## config.mk

```make
export PLATFORM = sky130hd
export DESIGN_NAME = moving_average_filter
export DESIGN_NICKNAME = d
export VERILOG_FILES = /design/src/rtl/moving_average_filter.sv
export SDC_FILE = /design/constraint.sdc
export NUM_CORES = 1
export LEC_CHECK = 0
export ABC_AREA = 1
export CORE_AREA = 2 2 106 210
export CTS_BUF_LIST = sky130_fd_sc_hd__clkbuf_4
export DETAILED_ROUTE_END_ITERATION = 10
export DIE_AREA = 0 0 108 212
export GPL_ROUTABILITY_DRIVEN = 0
export PLACE_DENSITY = 0.65
export SETUP_SLACK_MARGIN = 0.05
export SLEW_MARGIN = 0
export SYNTH_ARGS = -nofsm -noshare
export SYNTH_HDL_FRONTEND = slang
export SYNTH_SLANG_ARGS = --single-unit
```

## constraint.sdc

```tcl
create_clock -name CLK -period 5.5 [get_ports CLK]
set_clock_uncertainty 0.05 [all_clocks]
set_input_delay 0.825 -clock CLK [delete_from_list [all_inputs] [get_ports CLK]]
set_output_delay 0.825 -clock CLK [all_outputs]
set_load 0.02 [all_outputs]
```

## src/rtl/moving_average_filter.sv

```systemverilog
// Streaming signed boxcar filter: registered mean of the last N accepted samples.
// Optional macro MOVING_AVERAGE_ROUND_EN selects round-half-up with saturation instead of floor.
module moving_average_filter #(
  parameter int unsigned WL = 32,
  parameter int unsigned N  = 4
) (
  input  logic                 CLK,
  input  logic                 RST,
  input  logic                 EN,
  input  logic signed [WL-1:0] data_in,
  output logic signed [WL-1:0] data_out
);

  localparam int unsigned LOG2N = $clog2(N);
  localparam int unsigned SW    = WL + LOG2N;

  // Reject illegal window lengths at elaboration time.
  if ((N < 2) || ((N & (N - 1)) != 0) || (WL < 2)) begin : g_param_check
    $error("moving_average_filter: N must be a power of two >= 2 and WL >= 2");
  end

  logic signed [WL-1:0] hist [N];
  logic signed [SW-1:0] sum;
  logic signed [SW-1:0] sum_next;
  logic signed [WL-1:0] avg_c;

  // Running sum updated incrementally: add the newest sample, drop the oldest.
  always_comb begin
    sum_next = sum + SW'(data_in) - SW'(hist[N-1]);
  end

`ifdef MOVING_AVERAGE_ROUND_EN
  localparam int unsigned RW = SW + 1;
  localparam logic signed [WL-1:0] MAX_VAL = {1'b0, {(WL-1){1'b1}}};

  logic signed [RW-1:0] rnd;
  logic signed [RW-1:0] shf;
  logic                 ovf;

  // Round half up; only the upper range can overflow since the bias is positive.
  always_comb begin
    rnd = RW'(sum_next) + RW'(N / 2);
    shf = rnd >>> LOG2N;
    ovf = ~shf[RW-1] && (shf[RW-2:WL-1] != '0);
    avg_c = ovf ? MAX_VAL : shf[WL-1:0];
  end
`else
  always_comb begin
    avg_c = WL'(sum_next >>> LOG2N);
  end
`endif

  // History, sum and output advance together on each accepted sample.
  always_ff @(posedge CLK) begin
    if (RST) begin
      for (int k = 0; k < int'(N); k++) hist[k] <= '0;
      sum      <= '0;
      data_out <= '0;
    end else if (EN) begin
      hist[0] <= data_in;
      for (int k = 1; k < int'(N); k++) hist[k] <= hist[k-1];
      sum      <= sum_next;
      data_out <= avg_c;
    end
  end

endmodule

```

# Yosys cells after proc, flatten, opt, wreduce, memory -nomap -nowiden
# Memories as Yosys holds them, arrays and structs flattened.
# Cells that the tools add are included.
classes:
  n_mux: 9
  addsub: 2
  bitwise: 4
ops:
  columns: ["op", "count"]
  rows:
  - ["32-bit two-way mux", 4]
  - ["34-bit by 32-bit adder with 34-bit output", 1]
  - ["34-bit by 32-bit subtractor with 34-bit output", 1]
  - ["1-bit two-way mux", 5]
  - ["1-bit OR", 4]
totals:
  ff_bits: 66
  ram_bits: 128
  in_bits: 35
  mem_count: 1
  output_inout_bits: 32
  word_cells: 18
mem_list:
  columns: ["memory", "depth", "width", "rd", "rd_clocked_by_memory_dff", "write_ports", "line_no", "rtl"]
  rows:
  - ["hist", 4, 32, 4, 0, 4, "22", "logic signed [WL-1:0] hist [N];"]

# Longest topological paths before layout
# Gate-level depths: netlist of run 1.
logic_depth:
  depth_word: 4
  depth_mapped: 18
  ltp_nobuf: 18

# Least setup slack after synthesis of run 1
# OpenSTA, ideal clock, no wires.
synth_path:
  path_kind: "input port to flip-flop"
  from: "input EN"
  to: "memory hist[0][0] (enable)"
  path_slack_ns: 0.268
  path_stages: 3
  arrival_ns: 4.640
  setup_time_ns: 0.542
  path_cell_list: "nor2_2 -> inv_2 -> clkbuf_1"
synth_rtl:
  columns: ["item", "line_no", "rtl"]
  rows:
  - ["from (decl)", "9", "input logic EN,"]
  - ["to (decl)", "22", null]

# Worst setup path in the final report of run 1
layout_path:
  from: "input data_in[8]"
  to: "register data_out[15]"
layout_via:
  elab_chain_len: 2
layout_lines:
  columns: ["item", "line_no", "rtl"]
  rows:
  - ["from (decl)", "10", "input logic signed [WL-1:0] data_in,"]
  - ["34-bit by 32-bit adder with 34-bit output", "29", "sum_next = sum + SW'(data_in) - SW'(hist[N-1]);"]
  - ["34-bit by 32-bit subtractor with 34-bit output", "29", null]
  - ["to (signal assigned)", "63", "data_out <= avg_c;"]
  - ["to (decl)", "11", "output logic signed [WL-1:0] data_out"]
# Every way passes these cells.
# A chain may end at the register's enable or synchronous reset.

==> impl_metrics.toml, run 1 <==
[run_status]
run_status = "completed"

[critical_path]
cp.arrival_ps = 3700
cp-endpoint = "data_out[15]$_SDFFE_PP0P_"
crit_path_end_kind = "flop"
reg2reg_from = "data_out[14]$_SDFFE_PP0P_"
crit_family = "adder cells"
startpoint = "data_in[8]"
cp_num_buf_inv = 4
cp_slowest_cell = "fa_1"
ff2ff_path_depth = 10
slowest_delay_ps = 550
critical_path_depth = 13
worstPathRequired_ps = 5910
r2r_slack_ps = 2570
cp_cell_sequence = "clkdlybuf4s50_1 -> inv_1 -> fa_1 -> inv_1 -> ha_1 -> nand2_1 -> inv_1 -> a21oi_1 -> nand3_2 -> nand2_1 -> nand2_2 -> o21ai_0 -> o21ai_0"
crit_type = "input pin to flop"
path_max_fanout = 5
timing.rr.end = "data_out[15]$_SDFFE_PP0P_"
crit_top_cell = "inv_1"
crit_path_start_kind = "input pin"

[logic_synthesis]
netlist.area_leader.share = 0.4069
synth_nets = 1235
synth_edf_count = 128
synth_cell_types = 32
avgSynthCellArea_um2 = 8.344
yosys-top-cells-area = "edfxtp_1 (41%), inv_1 (13%), nand2_1 (7.5%), dfxtp_1 (7.2%), fa_1 (7.0%)"
synth-seq-area-share = 0.4790
yosysTopAreaCell = "edfxtp_1"
yosysMostFrequentCell = "inv_1"
async_flop_share = 0
ys_ff_latch = 162
ys.flop_type = "edfxtp_1"
yosys_warnings = 0
syn_inst = 1132
synth_common_cells = "inv_1 (316), nand2_1 (189), nor2_1 (172)"
mappedNetlistArea_um2 = 9445

[power]
leakage_nw = 5.020
power_density_nw_per_um2 = 488.3
ir_drop_mv = 0.2249

[global_routing]
met2_usage = 0.3483
grt.met1_usage = 0.1903
first_global_vias = 6941
top_usage_layer = "met2"
grt_max_degree = 89
grt_overflow_total = 0
grt_use_met3 = 0.04047
antenna_found_initial = 1
grt_pass1_wl_um = 33210
track_usage = 0.1936

[sta]
fmax_mhz = 303.9
slew_headroom = 0.3730
period_share = 0.5983
rsz0062_at_grt = "no"
worstMarginPinSlew_ps = 939.5
final_max_slew_viol_count = 0
tns_ps = 0
hold_slack_ps = 428.3
period_minus_slack_ps = 3291
finalHoldViolCount = 0
setup_viol = 0

[layout]
fin_util = 0.4895
fin_area_um2 = 10470
area_growth_pct = 10.88
instances_no_fill = 1456
nFillCells = 2125
fin_nets = 1273
layout-drive-gt1-share = 0.04230

[placed_design]
placed_cells = 1424
placed_cell_area_um2 = 10170
hpwl_um = 15640
port_buffers = 66

[clock_tree]
cts_htree_levels = 4
ctsResizeCount = 0
cts_setup_buffers = 0
clk_latency_ps = 610
clk_pin_slew_worst_paths_ps = 120
cts.path.max_buffers = 2
root_buffer = "clkbuf_4"
tritoncts = "yes"
numCtsBuffers = 17
hold_buffers = 0
cts_sinks = 162

[die]
die_x_um = 108
core.rowCount = 76
pin_count = 67
start_util = 0.4415
fp.dieArea_um2 = 22900
die_h_um = 212
design.core.area_um2 = 21400

[detailed_routing]
wl_per_cell_um = 14.06
first_iter_violations = 374
vias = 6879
drtAntennaViolNets = 0
wl_um = 20470
drc_errors = 0
firstDrtPassIters = 5
via_per_inst = 4.725

[flow_run]
cap_violations = 0

[min_path]
hp-class = "flop to flop"
-- routing by layer --
| layer | up-vias | routed length, um |
|---|---|---|
| met1 | 3170 | 7248 |
| met5 | - | 0 |
| met2 | 160 | 11120 |
| li1 | 3466 | - |
| met3 | 83 | 664 |
| met4 | 0 | 1445 |
-- how the worst min path moves through the flow --
stage	cells after the start	startpoint	slack [ps]	end
after floorplan	2	data_out[24]$_SDFFE_PP0P_	390	data_out[24]$_SDFFE_PP0P_
after global placement	2	data_out[26]$_SDFFE_PP0P_	420	data_out[26]$_SDFFE_PP0P_
after detailed placement	2	data_out[22]$_SDFFE_PP0P_	410	data_out[22]$_SDFFE_PP0P_
after CTS	2	data_out[22]$_SDFFE_PP0P_	430	data_out[22]$_SDFFE_PP0P_
after global routing	2	data_out[23]$_SDFFE_PP0P_	460	data_out[23]$_SDFFE_PP0P_
final	2	data_out[22]$_SDFFE_PP0P_	430	data_out[22]$_SDFFE_PP0P_
-- cell type report --
cell class	count	area [um^2]	share of cell area
Sequential cell	162	4524	0.4320
Multi-Input combinational cell	602	3403	0.3250
Inverter	317	1195	0.1141
Timing Repair Buffer	70	703.2	0.06714
Tap cell	273	341.6	0.03262
Clock inverter	13	167.7	0.01601
Clock buffer	18	135.1	0.01290
Antenna cell	1	2.502	0.0002389
-- stage by stage --
stage / power [mW] / setup slack, ps
floorplan: 3.611 / 267.8
global placement: 4.322 / 1683
detailed placement: 4.349 / 1666
CTS: 5.133 / 2339
global route: 5.545 / 2053
finish: 5.114 / 2209
-- worst reg2reg max path, cell delays in order, from the launching register on --
cell	delay [ps]
dfxtp_1	390
inv_1	80
fa_1	500
inv_1	40
ha_1	350
a21oi_1	250
o21ai_0	190
a21oi_1	190
nand2_2	100
o21ai_0	480
o21ai_0	170
-- logic make-up (layout without fill, tap and decap cells) --
| logic type | count (synthesis) | after routing | share of synthesized area |
|---|---|---|---|
| buffers and inverters | 368 | 418 | 0.1609 |
| AO/OA/AOI/OAI | 113 | 113 | 0.06332 |
| flip-flops | 162 | 162 | 0.4790 |
| adder cells (fa/ha/maj) | 68 | 68 | 0.1163 |
| AND/OR/NAND/NOR | 419 | 419 | 0.1786 |
| other | 0 | 1 | 0 |
| XOR/XNOR | 2 | 2 | 0.001855 |
-- registers in the layout, summed over array words and instances, names as in the netlist --
register and count:
data_out 31, hist 128, sum 3
-- layout by cell type, fill, tap and decap left out, types with 2 or more instances in the layout --
| master | n |
|---|---|
| clkinv_1 | 4 |
| edfxtp_1 | 128 |
| clkdlybuf4s50_1 | 66 |
| nor2_1 | 171 |
| nand3_2 | 4 |
| nand3_1 | 35 |
| buf_4 | 3 |
| clkbuf_4 | 18 |
| o21ai_0 | 49 |
| nand2_1 | 189 |
| nor3_1 | 5 |
| nor2_2 | 3 |
| clkinv_2 | 2 |
| ha_1 | 35 |
| inv_4 | 2 |
| fa_1 | 33 |
| o22ai_1 | 5 |
| xnor2_1 | 2 |
| dfxtp_1 | 34 |
| a21boi_0 | 2 |
| inv_1 | 315 |
| nand3b_1 | 3 |
| bufinv_16 | 4 |
| nand2_2 | 8 |
| o21bai_1 | 3 |
| a21oi_1 | 48 |
| clkinvlp_4 | 3 |
-- report_power, final --
part	total, mW	switching (mW)	internal [mW]	leakage [nW]
sequential	1.62	0.121	1.50	1.69
combinational	2.73	1.78	0.943	3.17
clock	0.771	0.416	0.355	0.154
No activity file was read; power rests on OpenSTA's default activity.
==> run 2, diff against run 1 <==
--- a/config.mk
+++ b/config.mk
@@ -11,7 +11,6 @@
 export DETAILED_ROUTE_END_ITERATION = 10
 export DIE_AREA = 0 0 108 212
 export GPL_ROUTABILITY_DRIVEN = 0
-export PLACE_DENSITY = 0.65
 export SETUP_SLACK_MARGIN = 0.05
 export SLEW_MARGIN = 0
 export SYNTH_ARGS = -nofsm -noshare
==> constraint.sdc (replaced) <==
create_clock -name CLK -period 3.1 [get_ports CLK]
set_clock_uncertainty 0.05 [all_clocks]
set_input_delay 0.465 -clock CLK [delete_from_list [all_inputs] [get_ports CLK]]
set_output_delay 0.465 -clock CLK [all_outputs]
set_load 0.02 [all_outputs]
==> run 2 against run 1 <==
  * First-iteration DRC count shrank 29%
  * Core utilization grew 2.1 points
  * Clock-buffer cell count is 1 higher
  * Register-to-register slack got worse by 2200 ps
  * Sequential power up 77%
  * Final area increased by 4.3%
  * Worst hold slack about the same
  * Die area stayed put
  * Cell count rose by 4.3%
==> impl_metrics.toml, run 2 (synthesis gave the netlist of run 1 again) <==
[global_routing]
grt_pass1_wl_um = 33150
track_usage = 0.1905
first_global_vias = 7093
grt_max_degree = 54
antenna_found_initial = 1
grt_overflow_total = 0

[detailed_routing]
wl_um = 20740
drtAntennaViolNets = 0
firstDrtPassIters = 4
via_per_inst = 4.636
vias = 7042
first_iter_violations = 266
wl_per_cell_um = 13.65
drc_errors = 0

[die]
core.rowCount = 76
die_h_um = 212
die_x_um = 108
design.core.area_um2 = 21400
pin_count = 67
fp.dieArea_um2 = 22900
start_util = 0.4415

[critical_path]
slowest_delay_ps = 540
crit_path_end_kind = "flop"
cp_num_buf_inv = 4
crit_top_cell = "nand2_1"
cp.arrival_ps = 3180
path_max_fanout = 5
cp_cell_sequence = "clkdlybuf4s50_1 -> inv_1 -> fa_1 -> inv_1 -> ha_1 -> nand2_1 -> inv_1 -> a21oi_1 -> nor2_1 -> nor2_1 -> nand2_1 -> nand2_1 -> nand3_1 -> nand3_1 -> nand2_1"
crit_type = "input pin to flop"
cp_slowest_cell = "fa_1"
worstPathRequired_ps = 3510
crit_path_start_kind = "input pin"
crit_family = "simple AND/OR/NAND/NOR gates"

[sta]
rsz0062_at_grt = "no"
worstMarginPinSlew_ps = 406.6
slew_headroom = 0.7261
setup_viol = 0
hold_slack_ps = 428.0
finalHoldViolCount = 0
fmax_mhz = 361.6
period_share = 0.8920
period_minus_slack_ps = 2765
fin_ws_ps = 334.7
tns_ps = 0
final_max_slew_viol_count = 0

[clock_tree]
numCtsBuffers = 17
root_buffer = "clkbuf_4"
tritoncts = "yes"
clk_pin_slew_worst_paths_ps = 130
clk_latency_ps = 560
hold_buffers = 0
cts_sinks = 162
cts_htree_levels = 4
cts.path.max_buffers = 2
ctsResizeCount = 0
cts_setup_buffers = 0

[layout]
area_growth_pct = 15.63
largest_reg_flops = 128
nFillCells = 2165
final-seq-area_um2 = 4524
top_register = "hist"
layout_commonest_cell = "inv_1"
layout_common_cells = "inv_1 (315), nand2_1 (189), nor2_1 (171)"
multi_input_area_um2 = 3403
layout-drive-gt1-share = 0.09076
fin_nets = 1335
instances_no_fill = 1519
largestRegisters = "hist x128, data_out x31, sum x3"

[placed_design]
hpwl_um = 16120
placed_cells = 1486
post-place-ws_ps = -248.2
port_buffers = 66

[flow_run]
cap_violations = 0

[min_path]
hp-class = "flop to flop"

[power]
ir_drop_mv = 0.3705
power_density_nw_per_um2 = 880.5
leakage_nw = 5.315

[run_status]
run_status = "completed"
==> run 2: report_power, final <==
part	switching (mW)	internal, mW
logic	3.29	2.25
registers	0.205	2.65
clock network	0.737	0.480
==> run 2: final timing paths <==
kind	startpoint	to	slack, ps	cells past startpoint
hold / removal	data_out[20]$_SDFFE_PP0P_	data_out[20]$_SDFFE_PP0P_	430	2
setup reg to reg	data_out[4]$_SDFFE_PP0P_	data_out[27]$_SDFFE_PP0P_	350	14
setup / recovery	data_in[8]	data_out[27]$_SDFFE_PP0P_	330	15
hold reg to reg	data_out[20]$_SDFFE_PP0P_	data_out[20]$_SDFFE_PP0P_	430	2
==> run 2: area by class of cell <==
class / count / share of cell area
Multi-Input combinational cell: 602 / 0.3116
Timing Repair Buffer: 132 / 0.1093
Clock inverter: 13 / 0.01088
Clock buffer: 19 / 0.01306
Inverter: 317 / 0.1094
Antenna cell: 1 / 0.0002291
Tap cell: 273 / 0.03128
Sequential cell: 162 / 0.4143
==> run 2: per-layer routing <==
metal  share of wire  GRT usage  vias up
met3           0.026    0.03096       56
met1            0.36     0.1832     3276
met4           0.049     0.1061        0
li1                -          -     3595
met2            0.56     0.3706      115
met5               0          0        -
==> run 2: per-stage QoR <==
stage          total power, mW    util  cell area (um^2)
2_1_floorplan            6.400       -              9447
3_3_place_gp             8.398  0.4981             10660
3_5_place_dp             8.439  0.4981             10660
4_1_cts                  9.692  0.5104             10920
5_1_grt                  10.42  0.5105             10920
6_report                 9.617  0.5105             10920
==> run 2: tightest hold or removal path, cell delays in order (launching register included) <==
cell	delay (ps)
dfxtp_1	340
nand2_1	60
nand2_1	40
==> run 3, diff against run 2 <==
--- a/config.mk
+++ b/config.mk
@@ -11,6 +11,7 @@
 export DETAILED_ROUTE_END_ITERATION = 10
 export DIE_AREA = 0 0 108 212
 export GPL_ROUTABILITY_DRIVEN = 0
+export PLACE_DENSITY_LB_ADDON = 0.08
 export SETUP_SLACK_MARGIN = 0.05
 export SLEW_MARGIN = 0
 export SYNTH_ARGS = -nofsm -noshare
==> run 3 against run 2 <==
  * Non-clock buffer count increased by 1
  * Global-route usage increased by 1.2 points
  * Via count decreased by 1.7%
  * Combinational power decreased by 1%
  * Critical path depth decreased by 1
  * Clock-buffer cell count increased by 1
  * Critical path type is now flop to flop
  * Critical endpoint unchanged
  * Largest cell class unchanged
  * Setup slack got worse by 24 ps
  * First-iteration DRC count decreased by 7.9%
  * Final area increased by 0.17%
  * Register-to-register slack got worse by 40 ps
==> impl_metrics.toml, run 3 (synthesis gave the netlist of run 1 again) <==
[clock_tree]
tritoncts = "yes"
clk_pin_slew_worst_paths_ps = 140
clk_latency_ps = 630
cts.path.max_buffers = 2
root_buffer = "clkbuf_4"
cts_sinks = 162
hold_buffers = 0
cts_htree_levels = 4
cts_setup_buffers = 0
numCtsBuffers = 17

[die]
die_x_um = 108
pin_count = 67
die_h_um = 212
design.core.area_um2 = 21400
fp.dieArea_um2 = 22900
core.rowCount = 76
start_util = 0.4415

[layout]
layout_commonest_cell = "inv_1"
largest_reg_flops = 128
area_growth_pct = 15.83
layout_common_cells = "inv_1 (315), nand2_1 (189), nor2_1 (171)"
fin_nets = 1336
instances_no_fill = 1520
top_register = "hist"
fin_area_um2 = 10940
largestRegisters = "hist x128, data_out x31, sum x3"
layout-drive-gt1-share = 0.09470
nFillCells = 2159

[global_routing]
first_global_vias = 7132
grt_pass1_wl_um = 34380
grt_overflow_total = 0
grt_max_degree = 57
track_usage = 0.2020
antenna_found_initial = 1

[sta]
rsz0062_at_grt = "no"
finalHoldViolCount = 0
hold_slack_ps = 430.7
final_max_slew_viol_count = 0
setup_viol = 0
slew_headroom = 0.5927
fmax_mhz = 358.6
period_share = 0.8997
period_minus_slack_ps = 2789
worstMarginPinSlew_ps = 610.9

[power]
power_density_nw_per_um2 = 876.8
p_sw_frac = 0.4435
p_sw_mw = 4.254
power.clock.fraction = 0.131
pwr-share-comb = 0.570
leakage_nw = 5.320
seqPwrFrac = 0.299
p_int_mw = 5.338
ir_drop_mv = 0.4514

[detailed_routing]
vias = 6924
firstDrtPassIters = 4
wl_per_cell_um = 13.98
first_iter_violations = 245
via_per_inst = 4.555
drtAntennaViolNets = 0
wl_um = 21260
drc_errors = 0

[critical_path]
cp.arrival_ps = 3270
crit_top_cell = "nand2_1"
crit_path_start_kind = "flop"
worstPathRequired_ps = 3580
cp_cell_sequence = "inv_1 -> fa_1 -> inv_1 -> ha_1 -> nand2_1 -> inv_1 -> a21oi_1 -> nor2_1 -> nor2_1 -> nand2_1 -> nand2_1 -> nand3_1 -> nand3_1 -> nand2_1"
cp_slowest_cell = "fa_1"
crit_type = "flop to flop"
crit_path_end_kind = "flop"
path_max_fanout = 5
slowest_delay_ps = 530
ff2ff_path_depth = 14

[min_path]
hold_depth = 2
hp-class = "flop to flop"

[placed_design]
hpwl_um = 16470
port_buffers = 66
placed_cells = 1487
placed_cell_area_um2 = 10670

[run_status]
run_status = "completed"

[flow_run]
cap_violations = 0
[run 3: cell types whose count changed in the layout (fill, tap and decap cells not counted), sizes merged]
cell | before | now
buf | 66 | 67
clkinvlp | 2 | 4
clkbuf | 19 | 20
clkinv | 9 | 6
[run 3: path summary, 6_finish.rpt]
kind                             start                         to  slack [ps]
max           data_out[5]$_SDFFE_PP0P_  data_out[27]$_SDFFE_PP0P_         310
min          data_out[24]$_SDFFE_PP0P_  data_out[24]$_SDFFE_PP0P_         430
max reg2reg   data_out[5]$_SDFFE_PP0P_  data_out[27]$_SDFFE_PP0P_         310
min reg2reg  data_out[24]$_SDFFE_PP0P_  data_out[24]$_SDFFE_PP0P_         430
[run 3: power groups by stage]
stage / clock network (mW) / logic (mW) / registers (mW)
floorplan: 0 / 3.58 / 2.82
global placement: 0 / 5.43 / 2.92
detailed placement: 0 / 5.47 / 2.92
CTS: 1.31 / 5.52 / 2.87
global route: 1.39 / 6.16 / 2.90
finish: 1.26 / 5.47 / 2.86
[run 3: through the flow]
| stage | worst slack [ps] | power, mW | utilization | TNS, ps |
|---|---|---|---|---|
| 2_1_floorplan | 247.6 | 6.400 | - | 0 |
| 3_3_place_gp | -321.9 | 8.354 | 0.4985 | -2021 |
| 3_5_place_dp | -310.6 | 8.388 | 0.4985 | -2187 |
| 4_1_cts | 134.2 | 9.696 | 0.5112 | 0 |
| 5_1_grt | 131.3 | 10.44 | 0.5113 | 0 |
| 6_report | 311.0 | 9.592 | 0.5113 | 0 |
[run 3: critical path, delay by kind of cell, from the launching register on]
family          cells  cell delay [ps]
buf+inv             3              200
flops               1              380
simple gates        8              970
fa+ha+maj           2              880
compound gates      1              220
[run 3: cell type report]
cell class,instances,area (um^2),share of cell area
clock inverters,12,117.6,0.01075
flip-flops and latches,162,4526,0.4137
multi-input cells,602,3407,0.3114
repair buffers,133,1201,0.1098
diodes,1,2.502,0.0002287
inverters,317,1195,0.1092
clock buffers,20,150.1,0.01372
well taps,273,341.6,0.03122
[run 3: timing repair]
item                                    in CTS  in global routing
resized for setup                            1                  1
endpoints found under the setup margin       1                  2
cloned                                       0                  0
[run 3: per-layer routing]
layer,GRT usage,routed length [um],vias up
li1,-,-,3593
met1,0.1923,7629,3174
met2,0.3867,12020,103
met3,0.04139,538,54
met4,0.1176,1071,0
met5,0,0,-
